==> config.mk <==
export PLATFORM = sky130hd
export DESIGN_NAME = evt_burst_gen
export DESIGN_NICKNAME = d
export VERILOG_FILES = /design/src/rtl/evt_burst_gen.sv
export SDC_FILE = /design/constraint.sdc
export NUM_CORES = 1
export LEC_CHECK = 0
export BUFFER_PORTS_ARGS = -buffer_cell sky130_fd_sc_hd__buf_2
export CAP_MARGIN = 0
export CORE_UTILIZATION = 45
export CTS_BUF_LIST = sky130_fd_sc_hd__clkbuf_8
export CTS_CLUSTER_DIAMETER = 30
export DETAILED_ROUTE_END_ITERATION = 10
export PLACE_DENSITY = 0.69
export SLEW_MARGIN = 20
export SYNTH_ARGS = -nofsm -noshare
export SYNTH_HDL_FRONTEND = slang
export SYNTH_SLANG_ARGS = --single-unit
==> constraint.sdc <==
create_clock -name clk_in -period 2.5 [get_ports clk_in]
set_input_delay 0.5 -clock clk_in [delete_from_list [all_inputs] [get_ports clk_in]]
set_output_delay 0.5 -clock clk_in [all_outputs]
set_load 0.01 [all_outputs]
==> src/rtl/evt_burst_gen.sv <==
// evt_burst_gen: programmable event-burst generator. On an accepted start it emits
// N single-cycle strobes spaced P cycles apart and pulses done with the last one.
// Latency: first strobe visible right after the accepting edge; all outputs registered.
// Backpressure: none; start is ignored while a burst runs and abort terminates it at once.
//
// Ports:
//   clk_in, rst_in        clock, asynchronous active-high reset
//   start_in, abort_in    burst request / terminate request (sampled on rising edge)
//   period_in, count_in   period P (0 treated as 1) and event count N (0..MAX_COUNT)
//   evt_out, evt_index_out  event strobe and its 0-based index (0 when no strobe)
//   busy_out, done_out    burst in progress / one-cycle completion pulse
module evt_burst_gen #(
  parameter int MAX_PERIOD = 1024,
  parameter int MAX_COUNT  = 1024
) (
  input  logic                             clk_in,
  input  logic                             rst_in,
  input  logic                             start_in,
  input  logic [$clog2(MAX_PERIOD)-1:0]    period_in,
  input  logic [$clog2(MAX_COUNT+1)-1:0]   count_in,
  input  logic                             abort_in,
  output logic                             evt_out,
  output logic [$clog2(MAX_COUNT)-1:0]     evt_index_out,
  output logic                             busy_out,
  output logic                             done_out
);

  localparam int PW = $clog2(MAX_PERIOD);
  localparam int NW = $clog2(MAX_COUNT+1);
  localparam int IW = $clog2(MAX_COUNT);

  typedef enum logic {IDLE = 1'b0, RUN = 1'b1} state_t;

  state_t          r_state,   w_state_nxt;
  logic [PW-1:0]   r_period,  w_period_nxt;
  logic [PW-1:0]   r_timer,   w_timer_nxt;
  logic [NW-1:0]   r_count,   w_count_nxt;
  logic [IW-1:0]   r_evt_cnt, w_evt_cnt_nxt;
  logic            r_evt,     w_evt_nxt;
  logic [IW-1:0]   r_index,   w_index_nxt;
  logic            r_busy,    w_busy_nxt;
  logic            r_done,    w_done_nxt;

  logic [PW-1:0]   w_period_eff;
  logic [PW-1:0]   w_period_m1;
  logic [NW-1:0]   w_count_m1;
  logic [IW-1:0]   w_next_idx;
  logic            w_timer_wrap;
  logic            w_last_due;

  assign w_period_eff = (period_in == '0) ? PW'(1) : period_in;
  assign w_period_m1  = r_period - PW'(1);
  assign w_count_m1   = r_count - NW'(1);
  assign w_next_idx   = r_evt_cnt + IW'(1);
  assign w_timer_wrap = (r_timer == w_period_m1);
  assign w_last_due   = (NW'(w_next_idx) == w_count_m1);

  always_ff @(posedge clk_in or posedge rst_in) begin
    if (rst_in) begin
      r_state   <= IDLE;
      r_period  <= '0;
      r_timer   <= '0;
      r_count   <= '0;
      r_evt_cnt <= '0;
      r_evt     <= 1'b0;
      r_index   <= '0;
      r_busy    <= 1'b0;
      r_done    <= 1'b0;
    end else begin
      r_state   <= w_state_nxt;
      r_period  <= w_period_nxt;
      r_timer   <= w_timer_nxt;
      r_count   <= w_count_nxt;
      r_evt_cnt <= w_evt_cnt_nxt;
      r_evt     <= w_evt_nxt;
      r_index   <= w_index_nxt;
      r_busy    <= w_busy_nxt;
      r_done    <= w_done_nxt;
    end
  end

  always_comb begin
    w_state_nxt   = r_state;
    w_period_nxt  = r_period;
    w_timer_nxt   = r_timer;
    w_count_nxt   = r_count;
    w_evt_cnt_nxt = r_evt_cnt;
    w_evt_nxt     = 1'b0;
    w_index_nxt   = '0;
    w_busy_nxt    = 1'b0;
    w_done_nxt    = 1'b0;

    case (r_state)
      IDLE: begin
        // Abort in IDLE suppresses a coincident start.
        if (start_in && !abort_in) begin
          if (count_in == '0) begin
            w_done_nxt = 1'b1;
          end else begin
            w_state_nxt   = RUN;
            w_period_nxt  = w_period_eff;
            w_count_nxt   = count_in;
            w_timer_nxt   = '0;
            w_evt_cnt_nxt = '0;
            w_evt_nxt     = 1'b1;
            w_busy_nxt    = 1'b1;
            w_done_nxt    = (count_in == NW'(1));
          end
        end
      end

      RUN: begin
        // In RUN, r_done marks the final event; the following edge leaves RUN.
        if (abort_in || r_done) begin
          w_state_nxt   = IDLE;
          w_timer_nxt   = '0;
          w_evt_cnt_nxt = '0;
        end else begin
          w_busy_nxt = 1'b1;
          if (w_timer_wrap) begin
            w_timer_nxt   = '0;
            w_evt_cnt_nxt = w_next_idx;
            w_evt_nxt     = 1'b1;
            w_index_nxt   = w_next_idx;
            w_done_nxt    = w_last_due;
          end else begin
            w_timer_nxt = r_timer + PW'(1);
          end
        end
      end

      default: w_state_nxt = IDLE;
    endcase
  end

  assign evt_out       = r_evt;
  assign evt_index_out = r_index;
  assign busy_out      = r_busy;
  assign done_out      = r_done;

endmodule

After elaboration in Yosys (flattened, before gate mapping)
Index checks and enable logic that the tools add are counted.
- bits in registers: 54
- memory bits (writable): 0
- bits in read-only memories: 0
- output and inout bits: 13
- memories: 0
- input bits: 25
- bits in latches: 0
- add/subtract/negate cells: 4
- bitwise logic cells: 2
- multiply operators: 0
- order comparisons: 0
- shift-type cells: 0
- divide/modulo/power cells: 0
- mux-type cells: 24
- reductions and logical operators: 8
- equal/unequal tests: 6
- operators with widths (cell ; count):
    $mux 10 ; 10
    $pmux 10 s2 ; 2
    $add 10x1->10 const B ; 2
    $eq 10x11->1 ; 1
    $eq 11x1->1 const B ; 1
    $logic_not 11->1 ; 1
    $sub 11x1->11 const B ; 1
    $eq 10x10->1 ; 1
    $logic_not 10->1 ; 1
    $sub 10x1->10 const B ; 1
    $mux 1 ; 9
    $pmux 1 s2 ; 3
    $reduce_and 3->1 ; 2
    $ne 2x2->1 const B ; 2
    $ne 3x1->1 const B ; 1
    $not 1->1 ; 2
    $reduce_and 2->1 ; 1
    $logic_and 1x1->1 ; 1
    $logic_not 1->1 ; 1
    $logic_or 1x1->1 ; 1

Depth between registers and ports, before layout
- depth after elaboration: 5
- gate-level depth with buffers: 10
- depth with buffers taken out: 9

Worst setup path before layout
Ideal clock, no wire load.
- kind: register to register
- from: reg r_period[0]
- to: reg r_evt_cnt[0]
- setup slack: 397 ps
- stages on the path, launching flop included: 11
- data required time: 2382 ps
- arrival time: 1984 ps
- cells stage by stage: dfrtp_1 > inv_1 > ha_1 > xor2_1 > o211ai_1 > or3_1 > nor3_1 > a21o_2 > buf_6 > nand2_4 > a21o_1
- longest elaborated chain between the ends: 4
- RTL lines (element ; line ; source):
    from (decl) ; 35 ; logic [PW-1:0] r_period, w_period_nxt;
    from (signal assigned) ; 71 ; r_period <= w_period_nxt;
    $sub 10x1->10 ; 52 ; assign w_period_m1 = r_period - PW'(1);
    $eq 10x10->1 ; 55 ; assign w_timer_wrap = (r_timer == w_period_m1);
    $ne 3x1->1 (no line) ; -- ;
    $reduce_and 3->1 (no line) ; -- ;
    to (signal assigned) ; 74 ; r_evt_cnt <= w_evt_cnt_nxt;
    to (decl) ; 38 ; logic [IW-1:0] r_evt_cnt, w_evt_cnt_nxt;
Every way passes these cells.
A chain may end at the register's enable or synchronous reset.

Worst setup path in the final report
- from: reg r_period[2]
- to: reg r_timer[6]
- longest elaborated chain between the ends: 5
- RTL lines (element ; line ; source):
    $sub 10x1->10 ; 52 ;
    $eq 10x10->1 ; 55 ;
    $mux 10 ; 120 ; if (w_timer_wrap) begin
    $mux 10 ; 114 ; if (abort_in || r_done) begin
    $pmux 10 s2 ; 93 ; case (r_state)
    to (signal assigned) ; 72 ; r_timer <= w_timer_nxt;
    to (decl) ; 36 ; logic [PW-1:0] r_timer, w_timer_nxt;
Every way passes these cells.

==> reports/results.ini <==
[outcome]
status = finished clean

[clock_tree]
htreeDepth = 2
clock_path_buffers = 2
cts_root_buffer = clkbuf_8
cts_sinks = 54
ctsResizeCount = 0
hold_buffers = 0
tritoncts = yes
cts.clk_slew.worst_paths_ns = 0.11
postCtsSetupBuffers = 0
clock_latency_ns = 0.32
cts_buffers = 5

[critical_path]
r2r-end = r_timer[6]
critical-path-top-delay-family = compound AO/OA/AOI/OAI gates
critPathArrivalTime_ns = 2.50
cp-start-kind = register
crit_slowest_cell = dfrtp_1
worst-setup-path-type = register to register
crit_buf_inv = 0
rr_worst_depth = 7
regToRegSetupSlack_ns = 0.21
cp_max_fo = 7
required_ns = 2.71
cp-end-kind = register
r2r-start = r_period[2]
path_cells = nor3_4, nand3_1, or3_1, a22oi_1, a21o_2, o21ai_0, a22o_1
max_stage_delay_ns = 0.47

[timing]
slew_headroom = 0.6504
tightest_slew_ns = 0.5236
hold_viol = 0
timing.final.crit_share = 0.9155
max_freq_ghz = 0.4369
slew_viol_final = 0
setup_tns_ns = 0
fin_skew_ns = 0.009977
fin_crit_ns = 2.289
rsz0062_at_grt = no
setup_violations = 0

[synth]
synth_top_family_by_area = simple AND/OR/NAND/NOR gates
yosys.area_share.adder = 0.01708
ys_warn_count = 0
synthesis.area_um2 = 2930
synth-compound-area-share = 0.1366
synth-xor-area-share = 0.09564
synth-seq-cells = 54
syn_inst = 278
synth_edf_count = 0
async_flop_share = 1.000
muxShareOfSynthArea = 0.07686
ys_top_cells_by_area = dfrtp_1, mux2_2, xnor2_1
ys_seq_area_frac = 0.4611
avgSynthCellArea_um2 = 10.54
post-synth-top-count-cell = dfrtp_1
synth_top_area_frac = 0.4611
synth_common_cells = dfrtp_1, nor2_1, mux2_2
synth_nets = 307
yosys.area_share.simple = 0.1832
synthFlopType = dfrtp_1
ys_types = 52
yosys.area.top_type = dfrtp_1

[route]
drt_iter0_markers = 173
viasPerCell = 5.579
wl_um = 6004
dr.pass1.iters = 4
drc = 0
final_antenna_net_count = 0
vias = 2237
wl_per_cell_um = 14.97

[global_route]
top_usage_layer = met2
grt_pass1_vias = 2070
grtUsageMet3 = 0.03626
grt_antenna_before_repair = 0
grt_max_degree = 25
grt_overflow = 0
grt_pass1_wl_um = 9818
track_usage = 0.1922
grtUsageMet2 = 0.2951
grtUsageMet1 = 0.2760

[final_layout]
seq_area_um2 = 1351
layout-drive-gt1-share = 0.2562
synthToLayoutAreaGrowth_pct = 13.49
postLayoutCoreUtil = 0.5268
nets = 352
n_fill_cell = 571
multi_input_area_um2 = 1511
diodes = 0

[floorplanning]
ios = 38
dieArea_um2 = 6838
die_w_um = 82.70
fp.dieH_um = 82.70
start_util = 0.4641
core_area_um2 = 6314
num_rows = 29

[flow_run]
maxCapViolCount = 0

[place]
portBuffers = 37
gp_congestion = 0.8205
dp_hpwl_um = 4504

[hold_path]
hold_path.class = input port to async pin

[pwr]
power_density_nw_per_um2 = 616.9
vdd.ir_drop.worst_uv = 323.8
p_leak_uw = 0.001624

placed cells by master (no fill, tap or decap), types with 3 or more instances in the layout:
cell | netlist | final
nor4_1 | 6 | 6
a21oi_1 | 6 | 6
nor3b_1 | 4 | 4
inv_1 | 9 | 8
o21ai_0 | 9 | 9
and2_1 | 4 | 4
dfrtp_1 | 54 | 54
a21o_1 | 14 | 15
nand4_1 | 4 | 4
xnor2_1 | 17 | 17
buf_2 | 3 | 37
and3_1 | 8 | 8
clkbuf_8 | 0 | 5
nand2_1 | 12 | 12
a22o_1 | 3 | 3
nor3_1 | 8 | 7
xor2_1 | 15 | 15
nor2_1 | 22 | 22
ha_1 | 4 | 4
or3_1 | 4 | 4
buf_4 | 0 | 7
mux2_2 | 20 | 20
nand3_1 | 12 | 12
power by group:
part | switching [uW] | internal, uW | leakage [uW]
combinational | 224 | 228 | 0.000871
sequential | 121 | 955 | 0.000704
clock | 317 | 207 | 0.0000491
kinds of logic after synthesis:
logic type	Yosys count
multiplexers	20
adder cells (fa/ha/maj)	4
XOR/XNOR	32
buffers and inverters	16
flip-flops	54
AO/OA/AOI/OAI	56
AND/OR/NAND/NOR	96
state kept, by name (all words and copies together) (netlist names):
signal         cells
r_period          10
done_out           1
r_evt_cnt         10
evt_out            1
r_count           11
busy_out           1
r_timer           10
evt_index_out     10
final cells by class:
type                    count  area share
multi-input cells         209      0.4545
clock buffers               5     0.02069
repair buffers             44     0.07148
flip-flops and latches     54      0.4063
inverters                   9     0.01016
clock inverters             3    0.007901
well taps                  77     0.02897
per-stage QoR:
stage | std cells | hold slack [ns] | power (uW) | area [um^2] | setup WS, ns
floorplan | 278 | 0.4695 | 1419 | 2930 | 0.3975
global placement | 392 | 0.4851 | 1513 | 3212 | 0.2273
detailed placement | 392 | 0.4854 | 1535 | 3212 | 0.1915
CTS | 400 | 0.2240 | 2062 | 3307 | 0.1847
global route | 401 | 0.2413 | 2164 | 3326 | 0.03234
finish | 401 | 0.2024 | 2052 | 3326 | 0.2113
per-layer routing:
layer,vias to the layer above,routed length [um]
li1,1092,-
met1,1091,2992
met2,47,2737
met3,7,213
met4,0,60
met5,-,0
how the worst max path moves through the flow:
stage	cells after the start	start	slack [ns]	endpoint
finish	7	r_period[2]	0.21	r_timer[6]
global route	9	r_period[0]	0.03	r_timer[3]
CTS	9	r_period[0]	0.18	r_timer[6]
global placement	9	r_period[0]	0.23	r_evt_cnt[8]
floorplan	10	r_period[0]	0.40	r_evt_cnt[0]
detailed placement	9	r_period[0]	0.19	r_evt_cnt[1]
Note: power is estimated with default switching activity, not from simulation.
